## config.mk

```make
export PLATFORM = sky130hd
export DESIGN_NAME = shift_arbiter
export DESIGN_NICKNAME = d
export VERILOG_FILES = /design/src/rtl/shift_pkg.sv /design/src/rtl/shift_word_fmt.sv /design/src/rtl/shift_arbiter.sv
export SDC_FILE = /design/constraint.sdc
export NUM_CORES = 1
export LEC_CHECK = 0
export ABC_AREA = 1
export BUFFER_PORTS_ARGS = -buffer_cell sky130_fd_sc_hd__buf_2
export CAP_MARGIN = 40
export CORE_AREA = 2 2 139 141
export CTS_CLUSTER_DIAMETER = 40
export DETAILED_ROUTE_END_ITERATION = 16
export DIE_AREA = 0 0 141 143
export GPL_TIMING_DRIVEN = 0
export HOLD_SLACK_MARGIN = 0.03
export PLACE_DENSITY = 0.59
export SLEW_MARGIN = 10
export SYNTH_ARGS = -nofsm -noshare
export SYNTH_HDL_FRONTEND = slang
export SYNTH_SLANG_ARGS = --single-unit
```

## constraint.sdc

```tcl
create_clock -name clk -period 2.87 [get_ports clk]
set_clock_uncertainty 0.15 [all_clocks]
set_input_delay 0.287 -clock clk [delete_from_list [all_inputs] [get_ports clk]]
set_output_delay 0.287 -clock clk [all_outputs]
set_load 0.02 [all_outputs]
```

## src/rtl/shift_pkg.sv

```systemverilog
// ============================================================================
// shift_pkg : shared types and constants for the shared-shifter arbiter
// Rev 1.0
// ============================================================================
`default_nettype none

package shift_pkg;

  localparam int DATA_W  = 64;
  localparam int SHAMT_W = 6;

  typedef enum logic [1:0] {
    SH_SLL = 2'b00,
    SH_SRL = 2'b01,
    SH_SRA = 2'b10,
    SH_NOP = 2'b11
  } shift_op_t;

  typedef enum logic [1:0] {
    IDLE  = 2'b00,
    ISSUE = 2'b01,
    RESP  = 2'b10
  } arb_state_t;

  typedef enum logic {
    PORT_A = 1'b0,
    PORT_B = 1'b1
  } port_t;

endpackage

`default_nettype wire

```

## src/rtl/shift_word_fmt.sv

```systemverilog
// ============================================================================
// shift_word_fmt : RV64 W-suffix operand preparation and result sign-extension
// Rev 1.0
// ============================================================================
`default_nettype none

module shift_word_fmt #(
  parameter int DATA_W  = 64,
  parameter int SHAMT_W = 6
) (
  input  logic               pre_word,
  input  logic [1:0]         pre_op,
  input  logic [DATA_W-1:0]  pre_data_in,
  input  logic [SHAMT_W-1:0] pre_amt_in,
  output logic [DATA_W-1:0]  pre_data,
  output logic [SHAMT_W-1:0] pre_amt,
  input  logic               post_word,
  input  logic [DATA_W-1:0]  post_in,
  output logic [DATA_W-1:0]  post_result
);

  logic [DATA_W-1:0] zext_lo;
  logic [DATA_W-1:0] sext_lo;

  assign zext_lo = {{(DATA_W-32){1'b0}}, pre_data_in[31:0]};
  assign sext_lo = {{(DATA_W-32){pre_data_in[31]}}, pre_data_in[31:0]};

  // Arithmetic and pass-through ops need the sign of the low word; logical ones must not see it.
  always_comb begin
    pre_data = pre_data_in;
    pre_amt  = pre_amt_in;
    if (pre_word) begin
      pre_data = pre_op[1] ? sext_lo : zext_lo;
      pre_amt  = {{(SHAMT_W-5){1'b0}}, pre_amt_in[4:0]};
    end
  end

  assign post_result = post_word ? {{(DATA_W-32){post_in[31]}}, post_in[31:0]} : post_in;

endmodule

`default_nettype wire

```

## src/rtl/shift_arbiter.sv

```systemverilog
// ============================================================================
// shift_arbiter : round-robin sharing of one barrel shifter between two ports
// Rev 1.0
// ============================================================================
`default_nettype none

module shift_arbiter #(
  parameter int DATA_W  = 64,
  parameter int SHAMT_W = 6
) (
  input  logic               clk,
  input  logic               reset,
  input  logic               req_a,
  input  logic [1:0]         op_a,
  input  logic               word_a,
  input  logic [DATA_W-1:0]  data_a,
  input  logic [SHAMT_W-1:0] amt_a,
  input  logic               req_b,
  input  logic [1:0]         op_b,
  input  logic               word_b,
  input  logic [DATA_W-1:0]  data_b,
  input  logic [SHAMT_W-1:0] amt_b,
  output logic               done_a,
  output logic               done_b,
  output logic [DATA_W-1:0]  result,
  output logic               busy,
  output logic [DATA_W-1:0]  sh_in,
  output logic [SHAMT_W-1:0] sh_num,
  output logic [1:0]         sh_op,
  input  logic [DATA_W-1:0]  sh_out
);

  import shift_pkg::*;

  arb_state_t         state;
  port_t              rr_last;
  port_t              owner;
  logic               word_q;

  logic               grant_a;
  logic               grant_b;
  port_t              win_port;
  logic [1:0]         win_op;
  logic               win_word;
  logic [DATA_W-1:0]  win_data;
  logic [SHAMT_W-1:0] win_amt;
  logic [DATA_W-1:0]  pre_data;
  logic [SHAMT_W-1:0] pre_amt;
  logic [DATA_W-1:0]  post_result;

  // On a tie the port that was not served last wins.
  always_comb begin
    grant_a  = req_a && (!req_b || (rr_last == PORT_B));
    grant_b  = req_b && !grant_a;
    win_port = grant_b ? PORT_B : PORT_A;
    win_op   = grant_b ? op_b   : op_a;
    win_word = grant_b ? word_b : word_a;
    win_data = grant_b ? data_b : data_a;
    win_amt  = grant_b ? amt_b  : amt_a;
  end

  shift_word_fmt #(
    .DATA_W  (DATA_W),
    .SHAMT_W (SHAMT_W)
  ) u_fmt (
    .pre_word    (win_word),
    .pre_op      (win_op),
    .pre_data_in (win_data),
    .pre_amt_in  (win_amt),
    .pre_data    (pre_data),
    .pre_amt     (pre_amt),
    .post_word   (word_q),
    .post_in     (sh_out),
    .post_result (post_result)
  );

  always_ff @(posedge clk) begin
    if (reset) begin
      state   <= IDLE;
      done_a  <= 1'b0;
      done_b  <= 1'b0;
      busy    <= 1'b0;
      result  <= '0;
      sh_in   <= '0;
      sh_num  <= '0;
      sh_op   <= SH_NOP;
      rr_last <= PORT_B;
      word_q  <= 1'b0;
      owner   <= PORT_A;
    end else begin
      case (state)
        IDLE: begin
          done_a <= 1'b0;
          done_b <= 1'b0;
          if (grant_a || grant_b) begin
            sh_in   <= pre_data;
            sh_num  <= pre_amt;
            sh_op   <= win_op;
            word_q  <= win_word;
            owner   <= win_port;
            rr_last <= win_port;
            busy    <= 1'b1;
            state   <= ISSUE;
          end
        end
        ISSUE: begin
          result <= post_result;
          done_a <= (owner == PORT_A);
          done_b <= (owner == PORT_B);
          state  <= RESP;
        end
        RESP: begin
          done_a <= 1'b0;
          done_b <= 1'b0;
          busy   <= 1'b0;
          state  <= IDLE;
        end
        default: begin
          done_a <= 1'b0;
          done_b <= 1'b0;
          busy   <= 1'b0;
          state  <= IDLE;
        end
      endcase
    end
  end

endmodule

`default_nettype wire
```

==> impl_metrics.yaml, run 1 <==
status:
  outcome: "completed"
worst_hold_path:
  hold_depth: 2
  holdPathEnd: "sh_num[5]$_SDFFE_PP0P_"
  holdCritPathClass: "input pin to flip-flop"
  worstHoldStart: "reset"
worst_setup_path:
  path_delay_family: "buffers and inverters"
  critPathMaxFanout: 10
  r2r-start: "state[1]$_SDFFE_PP0P_"
  r2r_slack_ns: 0.51
  cp.arrival_ns: 2.51
  worst_r2r_endpoint: "sh_in[26]$_SDFFE_PP0P_"
  r2r_cells: 7
  path_buf_inv: 4
  required_ns: 3.02
  crit_slowest_cell: "dlygate4sd3_1"
  crit_path_end_kind: "flip-flop"
  path_class: "flip-flop to flip-flop"
  max_stage_delay_ns: 0.61
  crit_path_cell_trace: "inv_1 > nand2_1 > nor2_4 > buf_4 > clkbuf_1 > a31oi_1 > dlygate4sd3_1"
  start_kind: "flip-flop"
routing:
  vias: 7629
  wire_per_inst_um: 15.01
  wl_mm: 24.29
  routed_via_density: 4.715
  drc: 0
  ant_nets: 0
  firstDrtPassIters: 4
  drtIter0Drc: 258
place:
  routabilityCongestion: 0.8119
  dp_slack_ns: 0.8917
  dp.cells: 1447
  dp_hpwl_mm: 17.01
  place_area_mm2: 0.008083
  io_buffers: 350
global_route:
  grt_usage_pct: 23.50
  grt-ovfl-total: 0
  antenna_found_initial: 1
  grt_max_degree: 17
  grt_pass1_wl_mm: 37.93
  grt_pass1_vias: 7732
timing:
  slew_headroom_pct: 57.42
  rsz0062_at_grt: "no"
  final.setup.tns_ns: 0
  setup_slack_ns: 0.5057
  fin_hold_ws_ns: 0.04298
  fin_crit_ns: 2.364
  drv_slew: 0
  final_hold_viol_count: 0
  worst_pin_slew_ns: 0.6387
  max_freq_mhz: 423.0
  setup_viol: 0
  finalCritPeriodShare_pct: 82.38
cts:
  clk_latency_ns: 0.41
  cts_num_sinks: 144
  cts_max_path_buffers: 2
  cts_resized: 0
  cts_buffers: 17
  cts_tree: "built"
  cts_root_buffer: "clkbuf_16"
  post_cts_buffers: 0
  h-tree-depth: 4
  cts.clk_slew.worst_paths_ns: 0.06
synth:
  synth_top_area_share_pct: 47.74
  synthTopCellsByArea: "dfxtp_1, nand2_1, o21ai_0, nand3_1, nor2_1"
  netlist_area_mm2: 0.006038
  syn_nets: 1077
  avgSynthCellArea_um2: 6.997
  synth-seq-area-share_pct: 47.74
  synth_cell_type_count: 21
  ys.warnings.count: 0
  ys_ff_latch: 144
  synthCells: 863
  yosys.area.top_type: "dfxtp_1"
cells_and_area:
  nets: 1584
  stdcell_area_mm2: 0.01004
  fin_cells: 1618
  num-fill-cells: 1806
  drive_gt1_share_pct: 30.59
  area_growth_pct: 66.29
power:
  powerDensity_mw_per_mm2: 595.6
  peakVddDrop_mv: 0.3558
  p_leak_uw: 0.005373
floorplanning:
  die_h_um: 143
  core_mm2: 0.01858
  num_io_pins: 353
  start_util_pct: 32.50
  die_width_um: 141
  die_area_mm2: 0.02016
  placementRows: 50
flow_run:
  drv.max_cap_violation_count: 0
-- kinds of logic (layout without fill, tap and decap cells) --
group                  after synthesis  in the layout  share of synthesized area (%)
and+or+nand+nor                    454            454                          30.03
other                                0              1                              0
buffers and inverters               83            603                          6.341
DFF                                144            144                          47.74
AOI/OAI and AO/OA                  182            182                          15.89
-- worst reg2reg max path: cells and delay by family, from the launching register on --
kind / cells / cell delay, ns
buffers and inverters: 4 / 1.38
AO/OA/AOI/OAI: 1 / 0.17
AND/OR/NAND/NOR: 2 / 0.25
flip-flops: 1 / 0.31
-- metal layers --
| layer | up-vias | GRT usage, % | share of wire (%) |
|---|---|---|---|
| met3 | 52 | 4.695 | 5.5 |
| met1 | 3440 | 27.13 | 41 |
| li1 | 3849 | - | - |
| met2 | 288 | 42.90 | 51 |
| met5 | - | 0 | 0 |
| met4 | 0 | 8.947 | 2.9 |
-- Yosys cell counts --
library cell	instances
nor3_1	2
inv_1	8
buf_6	1
nand2_1	310
dfxtp_1	144
buf_2	27
a31oi_1	36
nand2_2	3
and3_1	1
nor2_1	67
inv_2	1
buf_4	8
o21ai_0	103
o21ai_1	3
nor2_4	1
a21oi_2	1
nor2_2	1
nand3_1	69
a21oi_1	39
clkbuf_1	36
clkinv_1	2
-- what timing repair did --
action | in CTS | in global routing
hold endpoints to repair | 101 | 0
setup endpoints to repair | 0 | 0
hold buffers | 138 | 0
-- placed cells by master, fill, tap and decap left out, types with 4 or more instances in the layout --
cell type	n
a21oi_1	39
a31oi_1	36
buf_2	377
buf_4	8
clkbuf_1	38
clkbuf_16	17
clkinvlp_4	4
dfxtp_1	144
dlygate4sd3_1	138
inv_1	8
nand2_1	310
nand3_1	69
nor2_1	67
o21ai_0	103
-- state kept, by name (all words and copies together), names as in the netlist --
register,cells
state,2
sh_op,2
sh_num,6
busy,1
rr_last,1
word_q,1
done_b,1
done_a,1
result,64
sh_in,64
owner,1
-- final cells by class --
class	instances	area, um2	area share, %
repair buffers	488	3133	31.20
flip-flops and latches	144	2883	28.71
multi-input cells	636	2773	27.61
clock buffers	22	474.2	4.723
plain buffers	72	341.6	3.402
well taps	234	292.8	2.916
clock inverters	10	100.1	0.9969
inverters	11	41.29	0.4112
diodes	1	2.502	0.02492
-- worst max-delay path by stage --
stage,from,cells past startpoint,endpoint,slack [ns]
finish,state[1]$_SDFFE_PP0P_,7,sh_in[26]$_SDFFE_PP0P_,0.51
global route,state[1]$_SDFFE_PP0P_,7,sh_in[30]$_SDFFE_PP0P_,0.36
CTS,state[1]$_SDFFE_PP0P_,7,sh_in[28]$_SDFFE_PP0P_,0.56
detailed placement,req_a,9,sh_in[52]$_SDFFE_PP0P_,0.89
global placement,req_a,9,sh_in[56]$_SDFFE_PP0P_,0.88
floorplan,req_b,8,sh_in[33]$_SDFFE_PP0P_,1.46
-- where the power goes --
part / total, uW / switching [uW] / internal, uW
sequential: 2310 / 96.7 / 2210
combinational: 1520 / 908 / 615
clock: 2150 / 881 / 1270
total: 5980 / 1890 / 4090
-- through the flow --
step	util [%]	total power, uW
2_1_floorplan	-	3115
3_3_place_gp	43.50	3662
3_5_place_dp	43.50	3670
4_1_cts	54.03	6019
5_1_grt	54.04	6291
6_report	54.04	5980
Power figures use the tool's default switching activity.
==> run 2, diff against run 1 <==
Settings changed: CORE_AREA 2 2 139 141 to 2 2 135 137, DIE_AREA 0 0 141 143 to 0 0 137 139, PLACE_DENSITY 0.59 to 0.63.
Clock period 2.87 ns to 2.35 ns, I/O delays scaled along.
==> run 2 against run 1 <==
- setup slack got worse by 0.38 ns
- clock power rose by 20%
- via count rose by 1.9%
- sequential cell count did not move
- first-iteration DRC count rose by 31%
- sequential share of layout area fell by 0.057 points
- wire length rose by 1.3%
- utilization rose by 2.9 points
- combinational power rose by 23%
- critical path type is now input pin to flip-flop
- largest cell class unchanged
==> impl_metrics.yaml, run 2 (synthesis results as in run 1) <==
timing:
  drv_slew: 0
  final_hold_viol_count: 0
  max_freq_mhz: 449.1
  setup_viol: 0
  finalCritPeriodShare_pct: 94.75
  slew_headroom_pct: 65.52
  worst_pin_slew_ns: 0.5172
  final.setup.tns_ns: 0
  fin_crit_ns: 2.227
  fin_hold_ws_ns: 0.07191
  rsz0062_at_grt: "no"
worst_setup_path:
  crit_path_end_kind: "flip-flop"
  cp.arrival_ns: 2.45
  path_class: "input pin to flip-flop"
  r2r_cells: 8
  critPathMaxFanout: 10
  start_kind: "input pin"
  r2r-start: "rr_last$_SDFFE_PP1P_"
  required_ns: 2.57
  startpoint: "reset"
global_route:
  grt_pass1_wl_mm: 38.03
  grt-ovfl-total: 0
  grt_pass1_vias: 7625
  antenna_found_initial: 1
  grt_max_degree: 17
  grt_usage_pct: 25.14
floorplanning:
  start_util_pct: 34.20
  die_h_um: 139
  num_io_pins: 353
  die_area_mm2: 0.01904
  core_mm2: 0.01766
  placementRows: 49
  die_width_um: 137
routing:
  routed_via_density: 4.812
  drc: 0
  ant_nets: 0
  wire_per_inst_um: 15.23
  wl_mm: 24.59
  vias: 7771
  drtIter0Drc: 337
  firstDrtPassIters: 5
flow_run:
  drv.max_cap_violation_count: 0
cts:
  cts_root_buffer: "clkbuf_16"
  cts_tree: "built"
  cts.clk_slew.worst_paths_ns: 0.07
  post_cts_buffers: 0
  cts_num_sinks: 144
  clk_latency_ns: 0.41
  h-tree-depth: 4
  cts_max_path_buffers: 2
  cts_buffers: 17
worst_hold_path:
  worstHoldStart: "amt_a[5]"
  holdCritPathClass: "input pin to flip-flop"
  hold_depth: 5
place:
  routabilityCongestion: 0.8586
  dp_hpwl_mm: 16.86
  io_buffers: 350
power:
  clkPwrFrac_pct: 35.5
  pwr-share-seq_pct: 38.8
  netSwitchingPower_uw: 2330
  swShare_pct: 32.03
  peakVddDrop_mv: 0.4868
  powerDensity_mw_per_mm2: 722.9
  combPwrFrac_pct: 25.7
  p_int_uw: 4943
  p_leak_uw: 0.005400
cells_and_area:
  final_common_cell: "buf_2"
  nets: 1587
  area_growth_pct: 66.62
  top_regs: "result x64, sh_in x64, sh_num x6"
  layout_common_cells: "buf_2, nand2_1, dfxtp_1, dlygate4sd3_1, o21ai_0"
  drive_gt1_share_pct: 30.76
status:
  outcome: "completed"
## run 2: metal layers
layer  up-vias  track usage [%]  share of wire [%]
met5         -                0                  0
met4         0            12.75                4.2
met3        77            5.190                5.6
met2       310            42.94                 48
met1      3526            29.44                 42
li1       3858                -                  -
## run 2: timing repair
action / CTS / global route
endpoints found under the setup margin: 0 / 25
resized for setup: 0 / 11
hold buffers: 141 / 0
hold endpoints to repair: 107 / 0
## run 2: power groups by stage
| stage | registers, uW | logic (uW) | clock network [uW] |
|---|---|---|---|
| after global placement | 2860 | 1600 | 0 |
| after detailed placement | 2860 | 1610 | 0 |
| final | 2820 | 1870 | 2580 |
| after CTS | 2820 | 1850 | 2620 |
| after global routing | 2850 | 2050 | 2730 |
| after floorplan | 3160 | 640 | 0 |
## run 2: cell type report
cell class,count,area [um2]
sequential,144,2883
clock buffer,20,446.7
clock inverter,11,108.9
inverter,11,41.29
antenna,1,2.502
multi-input combinational,636,2778
tap,229,286.5
fill,1657,7596
timing repair buffer,491,3163
buffer,72,351.6
## run 2: worst paths after layout
| kind | to | slack, ns |
|---|---|---|
| hold / removal | sh_num[5]$_SDFFE_PP0P_ | 0.07 |
| hold reg to reg | sh_op[1]$_SDFFE_PP1P_ | 0.31 |
| setup / recovery | sh_in[10]$_SDFFE_PP0P_ | 0.12 |
| setup reg to reg | sh_in[13]$_SDFFE_PP0P_ | 0.17 |
## run 2: per-stage QoR
step	setup WS [ns]	cells	cell area, um2	util, %	total power, uW
after floorplan	0.9415	863	6038	-	3804
after global placement	0.3963	1442	8077	45.74	4464
after global routing	0.0004516	1615	10060	56.98	7621
final	0.1233	1615	10060	56.98	7273
after detailed placement	0.3742	1442	8077	45.74	4475
after CTS	0.02275	1614	10040	56.88	7285
## run 2: worst max-delay path, cell delays in order
cell	delay, ns
dlygate4sd3_1	0.55
buf_2	0.17
clkinv_1	0.20
clkbuf_1	0.35
o21ai_0	0.19
a31oi_1	0.19
dlygate4sd3_1	0.57
==> run 3, diff against run 2 <==
Settings changed: PLACE_DENSITY 0.63 to 0.66.
==> run 3 against run 2 <==
- maximum frequency shrank 0.85%
- worst hold slack lost 0.0018 ns
- cell count is essentially flat
- utilization shrank 0.057 points
- wire length shrank 1.2%
- final area is essentially flat
- register-to-register slack lost 0.03 ns
- die area is the same
- largest power group unchanged
==> impl_metrics.yaml, run 3 (synthesis results as in run 1) <==
status:
  outcome: "completed"
cells_and_area:
  final_common_cell: "buf_2"
  regArea_mm2: 0.002883
  num-fill-cells: 1652
  area_growth_pct: 66.45
  fin_cells: 1614
  fin_util_pct: 56.92
  drive_gt1_share_pct: 30.83
  nets: 1587
  top_regs: "result x64, sh_in x64, sh_num x6"
  multi_input_area_mm2: 0.002778
  layout_common_cells: "buf_2, nand2_1, dfxtp_1, dlygate4sd3_1, o21ai_0"
  antennaDiodeCount: 0
worst_setup_path:
  r2r-start: "state[1]$_SDFFE_PP0P_"
  cp.arrival_ns: 2.45
  r2r_slack_ns: 0.14
  path_class: "input pin to flip-flop"
  required_ns: 2.56
  cp-endpoint: "sh_in[10]$_SDFFE_PP0P_"
  worst_r2r_endpoint: "sh_in[29]$_SDFFE_PP0P_"
  r2r_cells: 8
  crit_path_end_kind: "flip-flop"
  startpoint: "reset"
  start_kind: "input pin"
  critPathMaxFanout: 10
cts:
  cts_tree: "built"
  h-tree-depth: 4
  cts_root_buffer: "clkbuf_16"
  cts_max_path_buffers: 2
  cts_buffers: 17
  cts.clk_slew.worst_paths_ns: 0.07
  clk_latency_ns: 0.41
  cts_num_sinks: 144
place:
  routabilityCongestion: 0.8448
  dp_hpwl_mm: 16.48
  dp.cells: 1442
  io_buffers: 350
timing:
  max_freq_mhz: 445.3
  finalCritPeriodShare_pct: 95.57
  final.setup.tns_ns: 0
  slew_headroom_pct: 65.03
  setup_viol: 0
  final_hold_viol_count: 0
  drv_slew: 0
  worst_pin_slew_ns: 0.5245
  rsz0062_at_grt: "no"
  fin_crit_ns: 2.246
global_route:
  antenna_found_initial: 0
  grt_pass1_vias: 7545
  grt-ovfl-total: 0
  grt_max_degree: 17
  grt_pass1_wl_mm: 37.40
  grt_usage_pct: 24.91
routing:
  drc: 0
  wire_per_inst_um: 15.05
  routed_via_density: 4.838
  firstDrtPassIters: 5
  vias: 7809
  ant_nets: 0
  wl_mm: 24.29
  drtIter0Drc: 295
power:
  p_leak_uw: 0.005389
  peakVddDrop_mv: 0.4559
  powerDensity_mw_per_mm2: 718.9
  power_uw: 7226
floorplanning:
  start_util_pct: 34.20
  placementRows: 49
  core_mm2: 0.01766
  num_io_pins: 353
  die_width_um: 137
  die_h_um: 139
  die_area_mm2: 0.01904
worst_hold_path:
  holdCritPathClass: "input pin to flip-flop"
flow_run:
  drv.max_cap_violation_count: 0
run 3: what timing repair did:
item                                    in CTS  in global routing
buffers inserted                             0                  0
hold buffers                               141                  0
hold endpoints to repair                   107                  0
endpoints found under the setup margin       0                 24
resized for setup                            0                 14
run 3: area by class of cell:
| cell class | count | share of cell area, % |
|---|---|---|
| Sequential cell | 144 | 28.68 |
| Multi-Input combinational cell | 636 | 27.64 |
| Timing Repair Buffer | 491 | 31.47 |
| Clock inverter | 11 | 1.058 |
| Inverter | 11 | 0.4482 |
| Clock buffer | 20 | 4.345 |
| Buffer | 72 | 3.511 |
| Tap cell | 229 | 2.851 |
run 3: power by group:
group          switching [uW]  internal [uW]
logic                    1110            759
clock network            1070           1460
registers                 127           2700
run 3: worst min-delay path by stage:
stage | from | cells past startpoint | end | slack (ns)
after global placement | sh_num[5]$_SDFFE_PP0P_ | 2 | sh_num[5]$_SDFFE_PP0P_ | 0.30
after CTS | data_a[36] | 7 | sh_in[36]$_SDFFE_PP0P_ | 0.05
after floorplan | sh_out[31] | 2 | result[31]$_SDFFE_PP0N_ | 0.19
after detailed placement | busy$_SDFFE_PP0P_ | 2 | busy$_SDFFE_PP0P_ | 0.30
final | data_a[45] | 7 | sh_in[45]$_SDFFE_PP0P_ | 0.07
after global routing | data_a[36] | 7 | sh_in[36]$_SDFFE_PP0P_ | 0.08
run 3: stage by stage:
| stage | area (um2) | worst slack [ns] | hold slack, ns |
|---|---|---|---|
| after detailed placement | 8077 | 0.3879 | 0.3044 |
| after floorplan | 6038 | 0.9415 | 0.1881 |
| after CTS | 10030 | 0.03472 | 0.05014 |
| after global placement | 8077 | 0.4129 | 0.3004 |
| after global routing | 10050 | 0.007043 | 0.08330 |
| final | 10050 | 0.1042 | 0.07014 |
run 3: worst max-delay path, stage by stage:
cell           delay (ns)
dlygate4sd3_1        0.55
buf_2                0.19
clkinvlp_4           0.18
clkbuf_1             0.33
o21ai_0              0.18
a31oi_1              0.19
dlygate4sd3_1        0.59
run 3: metal layers:
layer	vias up	track usage, %	part of all wire [%]
met1	3567	27.77	39
met3	59	6.798	7.1
met5	-	0	0
met2	335	44.44	51
met4	0	9.604	2.9
li1	3848	-	-
